<file path="src/rtl/fp32_pkg.sv">
// Shared binary32 field definitions, constants, divider state encoding and
// the split unpacker used by the FP execution slot.
package fp32_pkg;

  localparam int EXP_W   = 8;
  localparam int MAN_W   = 23;
  localparam int FP_BIAS = 127;

  localparam logic [31:0]      FP_QNAN    = 32'h7FC0_0000;
  localparam logic [EXP_W-1:0] FP_INF_EXP = 8'hFF;

  typedef enum logic [2:0] {
    IDLE  = 3'd0,
    CHECK = 3'd1,
    DIV   = 3'd2,
    NORM  = 3'd3,
    DONE  = 3'd4
  } fdiv_state_t;

  typedef struct packed {
    logic             sign;
    logic [EXP_W-1:0] expo;
    logic [MAN_W-1:0] man;
  } fp32_fields_t;

  function automatic fp32_fields_t fp32_split(input logic [31:0] x);
    return fp32_fields_t'(x);
  endfunction

endpackage

</file>
<file path="src/rtl/fdiv_mant_iter.sv">
// Restoring mantissa divider: one quotient bit per i_step, MSB first.
// i_load seeds the remainder with the dividend and clears the quotient.
module fdiv_mant_iter #(
  parameter int QBITS = 26
) (
  input  logic             clk,
  input  logic             rst_n,
  input  logic             i_load,
  input  logic             i_step,
  input  logic [23:0]      i_dividend,
  input  logic [23:0]      i_divisor,
  output logic [QBITS-1:0] o_quot,
  output logic             o_rem_nz
);

  logic [24:0]      r_rem;
  logic [23:0]      r_div;
  logic [QBITS-1:0] r_quot;

  logic             w_ge;
  logic [24:0]      w_sel;

  // Remainder stays below 2*divisor, so the post-shift value always fits 25 bits.
  assign w_ge  = (r_rem >= {1'b0, r_div});
  assign w_sel = w_ge ? (r_rem - {1'b0, r_div}) : r_rem;

  always_ff @(posedge clk or negedge rst_n) begin
    if (!rst_n) begin
      r_rem  <= '0;
      r_div  <= '0;
      r_quot <= '0;
    end else if (i_load) begin
      r_rem  <= {1'b0, i_dividend};
      r_div  <= i_divisor;
      r_quot <= '0;
    end else if (i_step) begin
      r_rem  <= w_sel << 1;
      r_quot <= {r_quot[QBITS-2:0], w_ge};
    end
  end

  assign o_quot   = r_quot;
  assign o_rem_nz = |r_rem;

endmodule

</file>
<file path="src/rtl/float_div_seq.sv">
// Iterative binary32 divider (out = num_1 / num_2), subnormals flushed to zero.
// Define FDIV_ROUND_EN for round-to-nearest-even; default build truncates.
module float_div_seq
  import fp32_pkg::*;
#(
  parameter int EXP_BIAS = FP_BIAS,
  parameter int QBITS    = 26
) (
  input  logic        clk,
  input  logic        rst_n,
  input  logic        start,
  input  logic [31:0] num_1,
  input  logic [31:0] num_2,
  output logic        busy,
  output logic        out_valid,
  output logic [31:0] out
);

  fdiv_state_t       r_state;
  logic [31:0]       r_n1;
  logic [31:0]       r_n2;
  logic              r_sign;
  logic signed [9:0] r_exp;
  logic [4:0]        r_cnt;
  logic              r_busy;
  logic              r_valid;
  logic [31:0]       r_out;

  fp32_fields_t      w_a;
  fp32_fields_t      w_b;
  logic              w_sign;
  logic              w_a_zero, w_a_inf, w_a_nan;
  logic              w_b_zero, w_b_inf, w_b_nan;
  logic              w_is_nan, w_is_inf, w_is_zero;
  logic signed [9:0] w_exp_calc;
  logic              w_load, w_step;
  logic [QBITS-1:0]  w_quot;
  logic              w_rem_nz;
  logic signed [9:0] w_norm_exp;
  logic [22:0]       w_frac;
  logic              w_guard, w_sticky;
  logic [23:0]       w_rnd;
  logic signed [9:0] w_fin_exp;
  logic [31:0]       w_result;

  // Returns {carry_out, frac}; a carry leaves frac at zero.
  function automatic logic [23:0] round_frac(input logic [22:0] frac,
                                             input logic guard,
                                             input logic sticky);
    logic inc;
`ifdef FDIV_ROUND_EN
    inc = guard & (sticky | frac[0]);
`else
    logic unused_gs;
    unused_gs = guard | sticky;
    inc       = 1'b0;
`endif
    return {1'b0, frac} + {23'b0, inc};
  endfunction

  function automatic logic [31:0] pack_result(input logic sign,
                                              input logic signed [9:0] expo,
                                              input logic [22:0] frac);
    if (expo >= 10'sd255)    return {sign, FP_INF_EXP, 23'h0};
    else if (expo <= 10'sd0) return {sign, 31'h0};
    else                     return {sign, expo[7:0], frac};
  endfunction

  assign w_a    = fp32_split(r_n1);
  assign w_b    = fp32_split(r_n2);
  assign w_sign = w_a.sign ^ w_b.sign;

  assign w_a_zero = (w_a.expo == '0);
  assign w_b_zero = (w_b.expo == '0);
  assign w_a_inf  = (w_a.expo == FP_INF_EXP) && (w_a.man == '0);
  assign w_b_inf  = (w_b.expo == FP_INF_EXP) && (w_b.man == '0);
  assign w_a_nan  = (w_a.expo == FP_INF_EXP) && (w_a.man != '0);
  assign w_b_nan  = (w_b.expo == FP_INF_EXP) && (w_b.man != '0);

  assign w_is_nan  = w_a_nan | w_b_nan | (w_a_zero & w_b_zero) | (w_a_inf & w_b_inf);
  assign w_is_inf  = w_a_inf | w_b_zero;
  assign w_is_zero = w_a_zero | w_b_inf;

  assign w_exp_calc = $signed({2'b00, w_a.expo}) - $signed({2'b00, w_b.expo})
                    + $signed(10'(EXP_BIAS));

  assign w_load = (r_state == CHECK);
  assign w_step = (r_state == DIV);

  fdiv_mant_iter #(.QBITS(QBITS)) u_iter (
    .clk        (clk),
    .rst_n      (rst_n),
    .i_load     (w_load),
    .i_step     (w_step),
    .i_dividend ({1'b1, w_a.man}),
    .i_divisor  ({1'b1, w_b.man}),
    .o_quot     (w_quot),
    .o_rem_nz   (w_rem_nz)
  );

  // Quotient lies in (0.5, 2): q[25] tells whether a one-bit left shift is needed.
  always_comb begin
    w_norm_exp = r_exp;
    w_frac     = w_quot[24:2];
    w_guard    = w_quot[1];
    w_sticky   = w_quot[0] | w_rem_nz;
    if (!w_quot[QBITS-1]) begin
      w_norm_exp = r_exp - 10'sd1;
      w_frac     = w_quot[23:1];
      w_guard    = w_quot[0];
      w_sticky   = w_rem_nz;
    end
  end

  assign w_rnd     = round_frac(w_frac, w_guard, w_sticky);
  assign w_fin_exp = w_norm_exp + $signed({9'b0, w_rnd[23]});
  assign w_result  = pack_result(r_sign, w_fin_exp, w_rnd[22:0]);

  always_ff @(posedge clk or negedge rst_n) begin
    if (!rst_n) begin
      r_state <= IDLE;
      r_n1    <= '0;
      r_n2    <= '0;
      r_sign  <= 1'b0;
      r_exp   <= '0;
      r_cnt   <= '0;
      r_busy  <= 1'b0;
      r_valid <= 1'b0;
      r_out   <= '0;
    end else begin
      r_valid <= 1'b0;
      case (r_state)
        IDLE: begin
          if (start) begin
            r_n1    <= num_1;
            r_n2    <= num_2;
            r_busy  <= 1'b1;
            r_state <= CHECK;
          end
        end
        CHECK: begin
          r_sign <= w_sign;
          r_exp  <= w_exp_calc;
          r_cnt  <= '0;
          if (w_is_nan || w_is_inf || w_is_zero) begin
            if (w_is_nan)      r_out <= FP_QNAN;
            else if (w_is_inf) r_out <= {w_sign, FP_INF_EXP, 23'h0};
            else               r_out <= {w_sign, 31'h0};
            r_busy  <= 1'b0;
            r_valid <= 1'b1;
            r_state <= DONE;
          end else begin
            r_state <= DIV;
          end
        end
        DIV: begin
          r_cnt <= r_cnt + 5'd1;
          if (r_cnt == 5'(QBITS - 1)) r_state <= NORM;
        end
        NORM: begin
          r_out   <= w_result;
          r_busy  <= 1'b0;
          r_valid <= 1'b1;
          r_state <= DONE;
        end
        DONE:    r_state <= IDLE;
        default: r_state <= IDLE;
      endcase
    end
  end

  assign busy      = r_busy;
  assign out_valid = r_valid;
  assign out       = r_out;

endmodule

</file>
<file path="config.mk">
export PLATFORM = sky130hd
export DESIGN_NAME = float_div_seq
export DESIGN_NICKNAME = d
export VERILOG_FILES = /design/src/rtl/fp32_pkg.sv /design/src/rtl/fdiv_mant_iter.sv /design/src/rtl/float_div_seq.sv
export SDC_FILE = /design/constraint.sdc
export NUM_CORES = 1
export LEC_CHECK = 0
export BUFFER_PORTS_ARGS = -buffer_cell sky130_fd_sc_hd__buf_4
export CAP_MARGIN = 20
export CORE_MARGIN = 2
export CORE_UTILIZATION = 54
export DETAILED_ROUTE_END_ITERATION = 7
export PLACE_DENSITY_LB_ADDON = 0.2
export SETUP_SLACK_MARGIN = 0.15
export SYNTH_ARGS = -nofsm -noshare
export SYNTH_HDL_FRONTEND = slang
export SYNTH_SLANG_ARGS = --single-unit
</file>
<file path="constraint.sdc">
create_clock -name clk -period 2.5 [get_ports clk]
set_input_delay 0.375 -clock clk [delete_from_list [all_inputs] [get_ports clk]]
set_output_delay 0.375 -clock clk [all_outputs]
set_load 0.005 [all_outputs]
</file>
==> out/qor.txt, run 1 <==
status = finished with violations
failing checks = negative setup slack
Pleak = 5.91 nW
Ys Warns = 0
Layout Utilization = 73.7%
CTS H-tree lvls = 4
layout cells sized above 1 = 37.2%
Pre-antenna DRT Iters = 7
Longest Clk Path Bufs = 2
CTS tree = done
Critical-path top delay cell = or4b_4
Post-Syn Area = 10000 sq um
final hold slack = 141 ps
WL/cell = 17.7 microns
Syn Area/Cell = 10.3 sq um
Num Clock Sinks = 192
Final nets = 1293
largest area contributor in the netlist = dfrtp_1
Design Area, Final = 13300 sq um
Fillers = 1275
Final Setup Violations = 17
clock slew at reported path FFs = 80 ps
non-filler instance count after layout = 1430
total wire length = 25.3 mm
pin count of the biggest net entering global routing = 72
synthesized flop and latch total = 192
crit-path max cell delay = 530 ps
Hold WC Path Type = input pin to flip-flop
Post-synth ARST share = 100%
Worst Setup Slack, final = -90.3 ps
Levels on crit path = 10
worst-margin pin slew = 930 ps
Post-Syn Instances = 979
GRT Residual Overflow = 0
post-placement cell area = 11700 sq um
PD cells = 1640 nW/um^2
Starting Density = 55.5%
Setup WS pre-CTS = -122 ps
R2R depth = 10
number of core rows = 49
Setup crit end kind = flip-flop
final antenna-violating net count = 0
sequential-to-total area share from yosys stat = 47.9%
setup_tns = -495 ps
vias per cell = 5.82
Die W = 140 microns
FMAX = 386 MHz
minimum clock period = 2590 ps
unique cell type count in the Yosys netlist = 70
DIE HEIGHT = 140 microns
I/O pins = 101
initial antenna violation count = 0
Post-synth EDFFs = 0
Critical Path AT = 2940 ps
Worst EP required = 2850 ps
die area = 19700 sq um
Yosys top cell area share = 47.9%
period utilization = 104%
clk_lat worst skew = 440 ps
syn_nets = 1084
antenna fix cells = 0
commonest cells after routing, fill and taps aside = buf_4 (216), dfrtp_1 (191), nand2_1 (101), o21ai_0 (67), mux2_2 (57)
clk root buf = clkbuf_16
Slew Limit Fails = 0
final hold vios = 0
Main synth FF type = dfrtp_1
worst rel slew slack = 38.0%
Post-DP HPWL = 16.7 mm
Max FO, Critical Path = 4
Syn-to-layout area delta = 32.8%
RSZ-0062 raised after global routing = true
All-Layer GR Usage = 26.0%
gpl congestion = 0.921
critical path cell sequence = ha_4, nand4_1, nor3_2, o31ai_2, nor3b_2, buf_4, o21ai_4, a2111oi_2, or4b_4, o211ai_1
Top Family by Delay on Critical Path = simple AND/OR/NAND/NOR gates
Hold Path Cell Cnt = 3
top cells by area, synth = dfrtp_1 (48%), mux2_2 (6.6%), o21ai_0 (4.9%)
Crit path buffers/inverters = 1
max-cap check violation count = 0
total power = 21.9 mW
most common cell after layout, fill and taps aside = buf_4
Clock Skew = 15.5 ps
DRT iter0 DRCs = 525
buffers added on ports = 100
CTS Buf Count = 17
Residual DRC = 0
CP Launch Type = flip-flop
first-pass GRT wire length = 41.3 mm
vias = 8326
core region area = 18100 sq um
kind of critical path = flip-flop to flip-flop
maximum VDD drop = 851 uV
placed insts = 1358
number of global-route vias before repair = 8515
## logic make-up after synthesis
family                   Yosys count  synth area share (%)
flip-flops                       192                  47.9
adder cells (fa/ha/maj)           38                  4.89
AO/OA/AOI/OAI                    266                  17.2
XOR/XNOR                          32                  2.79
buffers and inverters             93                  3.83
AND/OR/NAND/NOR                  260                  12.9
multiplexers                      98                  10.5
## state kept, by name, summed over array words and instances, names as in the netlist
| register | cells |
|---|---|
| out | 32 |
| r_n1 | 32 |
| u_iter.r_rem | 25 |
| r_sign | 1 |
| r_exp | 10 |
| r_state | 3 |
| busy | 1 |
| r_cnt | 5 |
| out_valid | 1 |
| u_iter.o_quot | 26 |
| u_iter.r_div | 24 |
| r_n2 | 32 |
## path summary, 6_finish.rpt
| path | start | end | slack (ps) |
|---|---|---|---|
| max | u_iter.r_rem[9]$_DFFE_PN0P_ | u_iter.r_rem[18]$_DFFE_PN0P_ | -90 |
| min | num_2[29] | r_n2[29]$_DFFE_PN0P_ | 140 |
| max reg2reg | u_iter.r_rem[9]$_DFFE_PN0P_ | u_iter.r_rem[18]$_DFFE_PN0P_ | -90 |
| min reg2reg | r_state[2]$_DFFE_PN0P_ | r_state[0]$_DFFE_PN0P_ | 450 |
| max in group asynchronous | rst_n | r_n2[1]$_DFFE_PN0P_ | 1260 |
| min in group asynchronous | rst_n | r_exp[7]$_DFFE_PN0P_ | 530 |
## power by group
| group | leakage (nW) | switching, mW | internal (mW) | total (mW) |
|---|---|---|---|---|
| clock | 0.306 | 1.36 | 1.55 | 2.91 |
| combinational | 3.19 | 6.68 | 6.90 | 13.6 |
| sequential | 2.42 | 1.03 | 4.35 | 5.38 |
## cell type report
type | instances | area [sq um] | area share, %
Clock buffer | 17 | 425 | 3.19
Timing Repair Buffer | 236 | 1980 | 14.9
Clock inverter | 15 | 210 | 1.58
Tap cell | 229 | 287 | 2.15
Sequential cell | 192 | 4810 | 36.0
Inverter | 47 | 176 | 1.32
Multi-Input combinational cell | 694 | 5450 | 40.9
## Yosys cell counts (3+ instances only)
| library cell | count |
|---|---|
| dfrtp_1 | 192 |
| nand2_1 | 104 |
| o21ai_0 | 98 |
| mux2_2 | 59 |
| inv_1 | 46 |
| nor2_1 | 43 |
| mux2i_1 | 39 |
| clkbuf_1 | 37 |
| ha_1 | 36 |
| a22o_1 | 26 |
| a21oi_1 | 25 |
| a22oi_1 | 24 |
| o21ai_1 | 20 |
| xnor2_1 | 19 |
| nor3_1 | 15 |
| nor4_1 | 15 |
| nor2b_1 | 14 |
| xor2_1 | 13 |
| nand3_1 | 12 |
| nand4_1 | 12 |
| o21a_1 | 11 |
| nand2b_1 | 8 |
| a21o_1 | 6 |
| o21bai_1 | 6 |
| a31oi_1 | 5 |
| and2_1 | 5 |
| o31ai_1 | 5 |
| a211oi_1 | 4 |
| a311oi_1 | 4 |
| nor3b_1 | 4 |
| o211ai_1 | 4 |
| o221ai_1 | 4 |
| o31a_1 | 4 |
| or2_2 | 4 |
| or3_1 | 4 |
| a21oi_2 | 3 |
| and3_1 | 3 |
| buf_2 | 3 |
| buf_6 | 3 |
| nand3b_1 | 3 |
| or4_1 | 3 |
## what timing repair did
item,in CTS,in global routing
hold buffers,1,0
setup buffers,21,13
pin swaps,45,46
hold endpoints to repair,62,0
gates cloned,3,2
endpoints found under the setup margin,58,59
gates resized for setup,94,62
## tightest hold or removal path: cells and delay by family
kind | cells | cell delay (ps)
AO/OA/AOI/OAI | 1 | 50
buffers and inverters | 1 | 80
AND/OR/NAND/NOR | 1 | 30
## layer usage
metal,wire length [microns],GRT usage [%]
met1,10900,33.3
met5,0,0
met2,12900,44.7
met3,830,4.34
met4,680,9.20
(Power assumes the default switching activity.)
==> run 2, diff against run 1 <==
--- a/config.mk
+++ b/config.mk
@@ -5,6 +5,7 @@
 export SDC_FILE = /design/constraint.sdc
 export NUM_CORES = 1
 export LEC_CHECK = 0
+export ABC_AREA = 1
 export BUFFER_PORTS_ARGS = -buffer_cell sky130_fd_sc_hd__buf_4
 export CAP_MARGIN = 20
 export CORE_MARGIN = 2
@@ -12,6 +13,7 @@
 export DETAILED_ROUTE_END_ITERATION = 7
 export PLACE_DENSITY_LB_ADDON = 0.2
 export SETUP_SLACK_MARGIN = 0.15
+export SLEW_MARGIN = 30
 export SYNTH_ARGS = -nofsm -noshare
 export SYNTH_HDL_FRONTEND = slang
 export SYNTH_SLANG_ARGS = --single-unit
==> out/qor.txt, run 2 <==
status = finished clean
commonest cells in the netlist = nand2_1 (288), dfrtp_1 (192), inv_1 (175)
PD cells = 1510 nW/um^2
sequential-to-total area share from yosys stat = 45.0%
total wire length = 25.7 mm
buffers added on ports = 100
Post-Syn Area = 10700 sq um
Pre-antenna DRT Iters = 6
Yosys top cell area share = 45.0%
Syn-to-layout area delta = 19.7%
CTS Buf Count = 17
FMAX = 446 MHz
Num Clock Sinks = 192
Max FO, Critical Path = 3
final antenna-violating net count = 0
top cells by area, synth = dfrtp_1 (45%), nand2_1 (10%), inv_1 (6.2%)
number of core rows = 51
post-synthesis mux area share = 2.96%
Multi-input gate area = 5270 sq um
core region area = 19400 sq um
vias per cell = 5.29
pin count of the biggest net entering global routing = 68
Synth Area in Adders = 4.60%
worst-margin pin slew = 620 ps
All-Layer GR Usage = 25.1%
minimum clock period = 2240 ps
Clock Skew = 8.03 ps
die area = 20900 sq um
I/O pins = 101
worst rel slew slack = 58.7%
Setup crit end kind = flip-flop
CP Launch Type = flip-flop
clock slew at reported path FFs = 80 ps
most common cell after layout, fill and taps aside = nand2_1
Final Setup Violations = 0
layout cells sized above 1 = 19.8%
commonest cells after routing, fill and taps aside = nand2_1 (283), dfrtp_1 (192), inv_1 (175), buf_4 (123), nor2_1 (116)
Post-synth ARST share = 100%
CTS H-tree lvls = 4
DRT iter0 DRCs = 518
non-filler instance count after layout = 1713
Post-Synth XOR/XNOR Area = 1.81%
RSZ-0062 raised after global routing = true
Worst Setup Slack, final = 257 ps
placed insts = 1676
Syn Area/Cell = 7.98 sq um
Post-synth EDFFs = 0
Residual DRC = 0
compound-gate portion of the synthesized area = 14.9%
first-pass GRT wire length = 41.4 mm
gpl congestion = 0.916
Slew Limit Fails = 0
GRT Residual Overflow = 0
Die W = 145 microns
CTS tree = done
unique cell type count in the Yosys netlist = 41
period utilization = 89.7%
largest area contributor in the netlist = dfrtp_1
number of global-route vias before repair = 8357
WL/cell = 15.0 microns
Post-Syn Instances = 1336
Fillers = 1705
simple-gate share of the synthesized area = 22.1%
Post-DP HPWL = 18.5 mm
syn_nets = 1441
Final nets = 1540
initial antenna violation count = 1
synthesized flop and latch total = 192
Setup WS pre-CTS = 124 ps
largest family of logic cells by synthesized area = simple AND/OR/NAND/NOR gates
DIE HEIGHT = 145 microns
max-cap check violation count = 0
Critical Path AT = 2610 ps
maximum VDD drop = 750 uV
kind of critical path = flip-flop to flip-flop
final hold vios = 0
clk root buf = clkbuf_16
Ys Warns = 0
antenna fix cells = 0
most frequent cell after synthesis = nand2_1
Main synth FF type = dfrtp_1
Hold WC Path Type = input pin to flip-flop
clk_lat worst skew = 440 ps
setup_tns = 0 ps
Starting Density = 55.0%
final hold slack = 162 ps
Worst EP required = 2870 ps
register area = 4800 sq um
vias = 9069
Pleak = 6.21 nW
Longest Clk Path Bufs = 2
[run 2: cell count changes after synthesis, sizes merged, moves of 13 or more]
cell   previous run  this run
nand2           105       296
inv              47       178
nor2             44       129
nand3            12        96
a21oi            28        81
mux2i            39         0
mux2             59        28
o22ai             2        33
a22oi            25         1
a22o             26         5
nor2b            14         0
buf               8        21
nor3             15         2
o21ai           118       131
[run 2: layer usage]
metal | share of wire [%] | track usage (%) | wire (microns) | vias up
met5 | 0.051 | 0 | 13 | -
met4 | 1.9 | 7.26 | 486 | 2
met3 | 4.8 | 4.87 | 1240 | 33
met2 | 45 | 38.0 | 11700 | 225
met1 | 48 | 36.8 | 12300 | 4224
li1 | - | - | - | 4585
[run 2: path summary, 6_finish.rpt]
check / start / endpoint / slack (ps) / depth (start not counted)
worst min register to register: u_iter.r_div[23]$_DFFE_PN0P_ / u_iter.r_div[23]$_DFFE_PN0P_ / 470 / 2
worst max-delay path: r_n1[23]$_DFFE_PN0P_ / r_exp[6]$_DFFE_PN0P_ / 260 / 12
max in group asynchronous: rst_n / r_n1[31]$_DFFE_PN0P_ / 1400 / 3
min in group asynchronous: rst_n / u_iter.r_rem[23]$_DFFE_PN0P_ / 460 / 2
worst max register to register: r_n1[23]$_DFFE_PN0P_ / r_exp[6]$_DFFE_PN0P_ / 260 / 12
worst min-delay path: num_2[13] / r_n2[13]$_DFFE_PN0P_ / 160 / 2
[run 2: power breakdown]
part / leakage [nW] / internal, mW / total, mW / switching (mW)
Combinational: 3.55 / 4.44 / 11.4 / 6.93
Sequential: 2.38 / 4.33 / 5.15 / 0.819
Clock: 0.293 / 1.38 / 2.75 / 1.37
Total: 6.21 / 10.1 / 19.3 / 9.12
[run 2: layout make-up]
cell class              instances  area share [%]
multi-input cells             914            41.3
flip-flops and latches        192            37.6
repair buffers                132            8.52
inverters                     178            5.23
clock buffers                  18            3.44
well taps                     265            2.60
clock inverters                14            1.30
[run 2: kinds of logic (layout without fill, tap and decap cells)]
| kind of cell | count (synthesis) | after routing |
|---|---|---|
| simple gates | 552 | 552 |
| compound gates | 274 | 274 |
| buf+inv | 230 | 342 |
| flops | 192 | 192 |
| fa+ha+maj | 38 | 38 |
| mux | 28 | 28 |
| xor+xnor | 22 | 22 |
[run 2: metrics by stage]
stage	power, mW	instance area [sq um]	util, %
detailed placement	15.5	11800	60.9
finish	19.3	12800	65.8
CTS	18.3	12400	64.1
global route	21.0	12800	65.8
global placement	15.3	11800	60.9
floorplan	12.8	10700	-
[run 2: critical path, cell delays in order, from the launching register on]
cell and delay [ps]:
dfrtp_1 400, inv_1 90, ha_1 140, inv_1 60
fa_2 510, inv_1 50, ha_1 200, inv_1 70
nor2_2 50, nand3_1 100, nor2_2 60, or2_2 290
a22oi_2 130
[run 2: repair_timing]
action	CTS	global route
hold endpoints to repair	45	0
pin swaps	0	9
setup buffers	0	4
setup endpoints to repair	2	37
resized for setup	2	55
hold buffers	1	0
